$ cat config.mk
export PLATFORM = sky130hd
export DESIGN_NAME = fetch_stage
export DESIGN_NICKNAME = d
export VERILOG_FILES = /design/src/rtl/fetch_stage.sv
export SDC_FILE = /design/constraint.sdc
export NUM_CORES = 1
export LEC_CHECK = 0
export ABC_AREA = 0
export CAP_MARGIN = 20
export CORE_MARGIN = 2
export CORE_UTILIZATION = 44
export DETAILED_ROUTE_END_ITERATION = 6
export HOLD_SLACK_MARGIN = 0.12
export PLACE_DENSITY = 0.73
export SETUP_SLACK_MARGIN = 0.02
export SYNTH_ARGS = -nofsm -noshare
export SYNTH_HDL_FRONTEND = slang
export SYNTH_SLANG_ARGS = --single-unit
$ cat constraint.sdc
create_clock -name clk -period 1.95 [get_ports clk]
set_input_delay 0.2925 -clock clk [delete_from_list [all_inputs] [get_ports clk]]
set_output_delay 0.2925 -clock clk [all_outputs]
set_load 0.01 [all_outputs]
$ cat src/rtl/fetch_stage.sv
// RV32I instruction-fetch stage: PCF, IF/ID register, valid/ready imem port.
// Define FETCH_PERF_CNT_EN to add the bubble and redirect counters.
module fetch_stage #(
    parameter int unsigned     XLEN      = 32,
    parameter logic [XLEN-1:0] RESET_PC  = '0,
    parameter logic [31:0]     NOP_INSTR = 32'h0000_0013
) (
    input  logic            clk,
    input  logic            rst_n,
    input  logic            StallD,
    input  logic            PCSrcE,
    input  logic [XLEN-1:0] PCTargetE,
    output logic            imem_req_valid,
    input  logic            imem_req_ready,
    output logic [XLEN-1:0] imem_req_addr,
    input  logic            imem_rsp_valid,
    input  logic [31:0]     imem_rsp_data,
    output logic [31:0]     InstrD,
    output logic [XLEN-1:0] PCD,
    output logic [XLEN-1:0] PCPlus4D,
    output logic            ValidD
`ifdef FETCH_PERF_CNT_EN
    ,
    output logic [31:0]     fetch_stall_cnt,
    output logic [31:0]     redirect_cnt
`endif
);

    typedef enum logic [1:0] {
        S_FETCH,
        S_WAIT,
        S_HOLD,
        S_DRAIN
    } state_e;

    state_e          state_q, state_d;
    logic [XLEN-1:0] pc_q, pc_d;
    logic [31:0]     hold_q, hold_d;
    logic [31:0]     instr_q, instr_d;
    logic [XLEN-1:0] pcd_q, pcd_d;
    logic [XLEN-1:0] pcp4_q, pcp4_d;
    logic            valid_q, valid_d;
    logic            hs;
    logic            deliver;
    logic [31:0]     dlv_instr;
    logic [XLEN-1:0] pc_plus4;

    assign pc_plus4       = pc_q + XLEN'(4);
    assign imem_req_valid = rst_n & (state_q == S_FETCH);
    assign imem_req_addr  = pc_q;
    assign hs             = imem_req_valid & imem_req_ready;

    assign InstrD   = instr_q;
    assign PCD      = pcd_q;
    assign PCPlus4D = pcp4_q;
    assign ValidD   = valid_q;

    always_comb begin
        state_d   = state_q;
        pc_d      = pc_q;
        hold_d    = hold_q;
        instr_d   = instr_q;
        pcd_d     = pcd_q;
        pcp4_d    = pcp4_q;
        valid_d   = valid_q;
        deliver   = 1'b0;
        dlv_instr = hold_q;
        if (PCSrcE) begin
            // Redirect wins over stall; an accepted request must still drain.
            pc_d    = PCTargetE & ~XLEN'(3);
            instr_d = NOP_INSTR;
            valid_d = 1'b0;
            unique case (state_q)
                S_FETCH: state_d = hs ? S_DRAIN : S_FETCH;
                S_WAIT:  state_d = imem_rsp_valid ? S_FETCH : S_DRAIN;
                S_HOLD:  state_d = S_FETCH;
                S_DRAIN: state_d = imem_rsp_valid ? S_FETCH : S_DRAIN;
                default: state_d = S_FETCH;
            endcase
        end else begin
            unique case (state_q)
                S_FETCH: begin
                    if (hs) state_d = S_WAIT;
                end
                S_WAIT: begin
                    if (imem_rsp_valid) begin
                        if (StallD) begin
                            hold_d  = imem_rsp_data;
                            state_d = S_HOLD;
                        end else begin
                            deliver   = 1'b1;
                            dlv_instr = imem_rsp_data;
                            state_d   = S_FETCH;
                        end
                    end
                end
                S_HOLD: begin
                    if (!StallD) begin
                        deliver = 1'b1;
                        state_d = S_FETCH;
                    end
                end
                S_DRAIN: begin
                    if (imem_rsp_valid) state_d = S_FETCH;
                end
                default: state_d = S_FETCH;
            endcase
            if (deliver) begin
                instr_d = dlv_instr;
                pcd_d   = pc_q;
                pcp4_d  = pc_plus4;
                valid_d = 1'b1;
                pc_d    = pc_plus4;
            end else if (!StallD) begin
                instr_d = NOP_INSTR;
                valid_d = 1'b0;
            end
        end
    end

    always_ff @(posedge clk or negedge rst_n) begin
        if (!rst_n) begin
            state_q <= S_FETCH;
            pc_q    <= RESET_PC;
            hold_q  <= '0;
            instr_q <= NOP_INSTR;
            pcd_q   <= '0;
            pcp4_q  <= '0;
            valid_q <= 1'b0;
        end else begin
            state_q <= state_d;
            pc_q    <= pc_d;
            hold_q  <= hold_d;
            instr_q <= instr_d;
            pcd_q   <= pcd_d;
            pcp4_q  <= pcp4_d;
            valid_q <= valid_d;
        end
    end

`ifdef FETCH_PERF_CNT_EN
    logic [31:0] stall_cnt_q;
    logic [31:0] redir_cnt_q;
    logic        bubble;

    assign bubble = ~PCSrcE & ~StallD & ~deliver;

    always_ff @(posedge clk or negedge rst_n) begin
        if (!rst_n) begin
            stall_cnt_q <= '0;
            redir_cnt_q <= '0;
        end else begin
            if (bubble && (stall_cnt_q != '1))
                stall_cnt_q <= stall_cnt_q + 32'd1;
            if (PCSrcE && (redir_cnt_q != '1))
                redir_cnt_q <= redir_cnt_q + 32'd1;
        end
    end

    assign fetch_stall_cnt = stall_cnt_q;
    assign redirect_cnt    = redir_cnt_q;
`endif

endmodule

Yosys cells after proc, flatten, opt, wreduce, memory -nomap -nowiden
Cells that the tools add are included.
{"block": "word_totals", "regBits": 163, "latch_bits": 0, "mem_bits_rw": 0, "romBits": 0, "in_bits": 70, "output_inout_bits": 130, "elab_cells": 50, "mem_count": 0}
{"block": "op_classes", "addsub": 1, "n_mul": 0, "div_mod_pow": 0, "n_lt_le_gt_ge": 0, "eq_ne": 8, "shifts": 0, "mux": 25, "bitwise_logic": 3, "reduce_logical": 6}
{"op": "$mux W32", "n": 8}
{"op": "$add A32 B3 Y32 const B", "n": 1}
{"op": "$mux W2", "n": 8}
{"op": "$ne A3 B3 Y1 const B", "n": 4}
{"op": "$pmux W2 S4", "n": 1}
{"op": "$reduce_and A4 Y1", "n": 2}
{"op": "$mux W1", "n": 6}
{"op": "$pmux W2 S3", "n": 1}
{"op": "$eq A2 B2 Y1 const B", "n": 2}
{"op": "$ne A3 B1 Y1 const B", "n": 1}
{"op": "$and A1 B1 Y1", "n": 2}
{"op": "$eq A2 B1 Y1 const B", "n": 1}
{"op": "$logic_not A2 Y1", "n": 1}
{"op": "$pmux W1 S2", "n": 1}
{"op": "$reduce_and A2 Y1", "n": 1}
{"op": "$reduce_bool A2 Y1", "n": 1}
{"op": "$reduce_or A2 Y1", "n": 1}
{"op": "$not A1 Y1", "n": 1}

Logic depth before layout (Yosys ltp)
{"block": "depth", "ltp_word": 6, "depth_mapped": 9, "mapped_depth_nobuf": 7}

Least setup slack after synthesis
Ideal clock, no wire load.
{"block": "synth_timing", "path_kind": "register to register", "from": "register state_q[0]", "to": "register pc_q[31], in the netlist imem_req_addr[31]", "setup_ps": 125, "t_arrival_ps": 1802, "required_ps": 1825, "path_slack_ps": 24, "stages_incl_launch_ff": 8, "n_path_buf": 0, "synth_period_minus_slack_ps": 1926, "path_cell_list": "dfrtp_1 > inv_1 > ha_1 > nand2b_1 > nor3_2 > nand4_1 > xnor2_1 > mux2_2"}
{"block": "synth_via", "elab_chain_len": 4, "word_cells_on_any_way": 5, "cone_classes": "eq/ne (2); mux (2); reduce/logical (1)"}
{"item": "start: declaration", "line_no": "36", "rtl": "state_e state_q, state_d;"}
{"item": "start signal: assignment", "line_no": "131", "rtl": "state_q <= state_d;"}
{"item": "$eq A2 B2 Y1 / $eq A2 B1 Y1 (equally long branches)", "line_no": "81", "rtl": "unique case (state_q)"}
{"item": "$pmux W1 S2 *", "line_no": "81"}
{"item": "$mux W1 *", "line_no": "68", "rtl": "if (PCSrcE) begin"}
{"item": "$reduce_bool A2 Y1 (no line) *"}
{"item": "end signal: assignment", "line_no": "132", "rtl": "pc_q <= pc_d;"}
{"item": "end: declaration", "line_no": "37", "rtl": "logic [XLEN-1:0] pc_q, pc_d;"}
Mark *: on every way between the ends. The rest lies on a longest branch, timed or not. The select of a mux whose other input is x is not followed.
A chain may end at the register's enable or synchronous reset.

Worst setup path in the final report
{"block": "layout_timing", "from": "register pc_q[8], in the netlist imem_req_addr[8]", "to": "output imem_req_addr[8]"}
{"item": "end: declaration", "line_no": "15", "rtl": "output logic [XLEN-1:0] imem_req_addr,"}
No word-level cell between the ends.

==> flow_summary.yaml <==
sta:
  fin_crit_ns: 1.87
  slew_violations: 0
  fin_crit_sh: 0.961
  worstMarginPinSlew_ns: 0.698
  rsz0062_at_grt: "true"
  final-setup-viol-count: 0
  skew_ns: 0.0116
  clock.fmax_ghz: 0.534
  max_slew_margin: 0.534
  finalHoldViolations: 0
cts:
  cts_buffer_depth: 2
  cts_tree: "done"
  htreeDepth: 4
  clock_latency_ns: 0.42
  cts_buffers: 17
  cts.sinks: 157
  clkTransAtPathRegs_ns: 0.07
  root_buffer: "clkbuf_16"
synthesis:
  synthXorXnorAreaFrac: 0.0659
  synth_flop_cell: "dfrtp_1"
  synth-adder-area-share: 0.0101
  synth.distinct_cells: 44
  syn_inst: 738
  synth_edf_count: 0
  synth_top_family_by_area: "simple AND/OR/NAND/NOR gates"
  synthArstFlopShare: 1.00
  ys_seq_elements: 157
  synthMuxAreaShare: 0.0972
  synth_seq_area_share: 0.529
  synth_compound_area_frac: 0.0676
  syn_avg_cell_area_um2: 10.1
  synth_simple_gate_area_frac: 0.185
  ys_warn_count: 0
  netlist_area_um2: 7440
worst_setup_path:
  crit_family: "buffers and inverters"
  cp.buffers_inverters: 2
  crit_chain: "buf_4 -> clkdlybuf4s50_1"
  worstPathRequired_ns: 1.66
  cp_slowest_stage_delay_ns: 0.54
  critPathCaptureType: "primary output"
  crit_slowest_cell: "clkdlybuf4s50_1"
  critical_path_class: "flip-flop to primary output"
  arrival_ns: 1.58
  startpoint_type: "flip-flop"
  critPathMaxFanout: 6
detailed_routing:
  antenna_left: 0
  firstDrtPassIters: 6
  wl_um: 19200
  vias: 5960
  viasPerCell: 5.02
  drc: 0
  wl_per_cell_um: 16.2
  drt-initial-drc-count: 298
final_layout:
  final_area_um2: 10500
  n_antenna_cell: 0
  final_common_cell: "nand2_1"
  nFillCells: 1413
  nets: 1031
  syn_to_final_growth_pct: 41.0
  drive_above_1_share: 0.160
  final_cell_mix: "197 x nand2_1, 188 x clkdlybuf4s50_1, 151 x dfrtp_1"
power_and_ir_drop:
  ir_worst_vdd_mv: 0.722
  finalPower_mw: 12.3
  p_per_area_nw_per_um2: 1170
  internal_power_mw: 8.51
  clockPowerShare: 0.270
  p_sw_frac: 0.307
  power_frac_comb: 0.335
  p_sw_mw: 3.76
  seqPwrFrac: 0.394
  p_leak_nw: 4.75
die:
  initial_utilization: 0.449
  die_w_um: 134
  die_y_um: 134
  rows: 47
  dieArea_um2: 18000
  core-area_um2: 16600
  io_pins: 200
global_route:
  antenna_found_initial: 0
  grt_util_all_layers: 0.222
  grt_pass1_wl_um: 31200
  grt_pass1_vias: 5973
  grt-ovfl-total: 0
  grt_max_degree: 102
outcome:
  status: "completed"
place:
  io_buffers: 191
  dp_hpwl_um: 13300
  dpl_cell_area_um2: 9820
  place_congestion: 0.796
hold_path:
  hold_class: "input port to flip-flop"
run:
  max-cap-violations: 0
==> power by group through the flow <==
stage               combinational [mW]  clock, mW  sequential, mW
floorplan                         1.60          0            5.14
global placement                  3.97          0            4.84
detailed placement                4.06          0            4.90
CTS                               4.14       3.39            4.85
global route                      4.50       3.56            4.97
finish                            4.12       3.32            4.84
==> cell usage after synthesis (2+ instances only) <==
library cell,number,area share
and2_1,3,0.0025
xnor2_1,12,0.014
clkbuf_8,2,0.0037
xor2_1,44,0.052
nand2_1,197,0.099
and3_1,8,0.0067
ha_1,6,0.010
a31oi_1,2,0.0017
nor3_1,4,0.0027
nand3_1,23,0.015
nor2_1,15,0.0076
clkbuf_1,22,0.011
dfstp_2,3,0.011
buf_6,4,0.0061
o21ai_1,15,0.010
nand3_4,3,0.0071
nand2b_1,2,0.0017
mux2i_1,34,0.046
dfrtp_1,154,0.52
buf_2,21,0.014
buf_4,8,0.0081
inv_1,3,0.0015
or3_1,2,0.0017
nand4_1,22,0.018
o21ai_0,72,0.048
nor3_4,2,0.0044
a21oi_1,4,0.0027
mux2_2,34,0.051
nor4_4,2,0.0057
==> area by class of cell <==
| type | count | area [µm²] | share of cell area |
|---|---|---|---|
| multi-input cells | 525 | 3230 | 0.308 |
| well taps | 220 | 275 | 0.0262 |
| clock buffers | 20 | 457 | 0.0435 |
| flip-flops and latches | 157 | 3940 | 0.375 |
| clock inverters | 12 | 136 | 0.0130 |
| repair buffers | 251 | 2450 | 0.233 |
| inverters | 3 | 11.3 | 0.00107 |
==> path summary, 6_finish.rpt <==
kind                                  start          endpoint  slack, ns  cells after the start
max                        imem_req_addr[8]  imem_req_addr[8]       0.08                      2
min                                  PCSrcE        state_q[1]       0.34                      3
max reg2reg                imem_req_addr[2]      PCPlus4D[23]       0.12                      7
min reg2reg                         PCD[28]           PCD[28]       0.47                      2
max in group asynchronous             rst_n         InstrD[8]       0.88                      3
min in group asynchronous             rst_n        InstrD[25]       0.50                      3
==> sequential cells by signal, indices dropped and copies added, names as in the netlist <==
name           count
hold_q            32
ValidD             1
state_q            2
PCPlus4D          30
PCD               30
InstrD            32
imem_req_addr     30
==> per-layer routing <==
metal | up-vias | track usage | part of all wire
li1 | 2891 | - | -
met2 | 167 | 0.362 | 0.48
met3 | 15 | 0.0612 | 0.064
met1 | 2887 | 0.292 | 0.44
met5 | - | 0 | 0
met4 | 0 | 0.0608 | 0.011
==> per-stage QoR <==
stage,std cells,setup TNS (ns),setup WS [ns],hold slack (ns),utilization
2_1_floorplan,743,0,0.0236,-0.00309,-
3_3_place_gp,1150,-0.451,-0.0605,0.407,0.592
3_5_place_dp,1150,-0.704,-0.0640,0.413,0.592
4_1_cts,1184,0,0.0422,0.329,0.630
5_1_grt,1188,-0.0143,-0.00818,0.363,0.633
6_report,1188,0,0.0768,0.337,0.633
==> logic make-up after synthesis <==
family          after synthesis
simple gates                292
flops                       157
compound gates               97
mux                          68
buf+inv                      61
xor+xnor                     56
fa+ha+maj                     6
other cells                   1
==> worst register-to-register path, delay by kind of cell, from the launching register on <==
family	cells	cell delay, ns
buffers and inverters	2	0.33
AND/OR/NAND/NOR	4	0.90
AO/OA/AOI/OAI	1	0.16
flip-flops	1	0.36
==> what timing repair did <==
action,4_1_cts,5_1_grt
hold endpoints to repair,154,0
hold buffers,1,0
setup endpoints to repair,13,75
gates resized for setup,8,4
pin swaps,0,2
setup buffers,1,4
(Power assumes the default switching activity.)
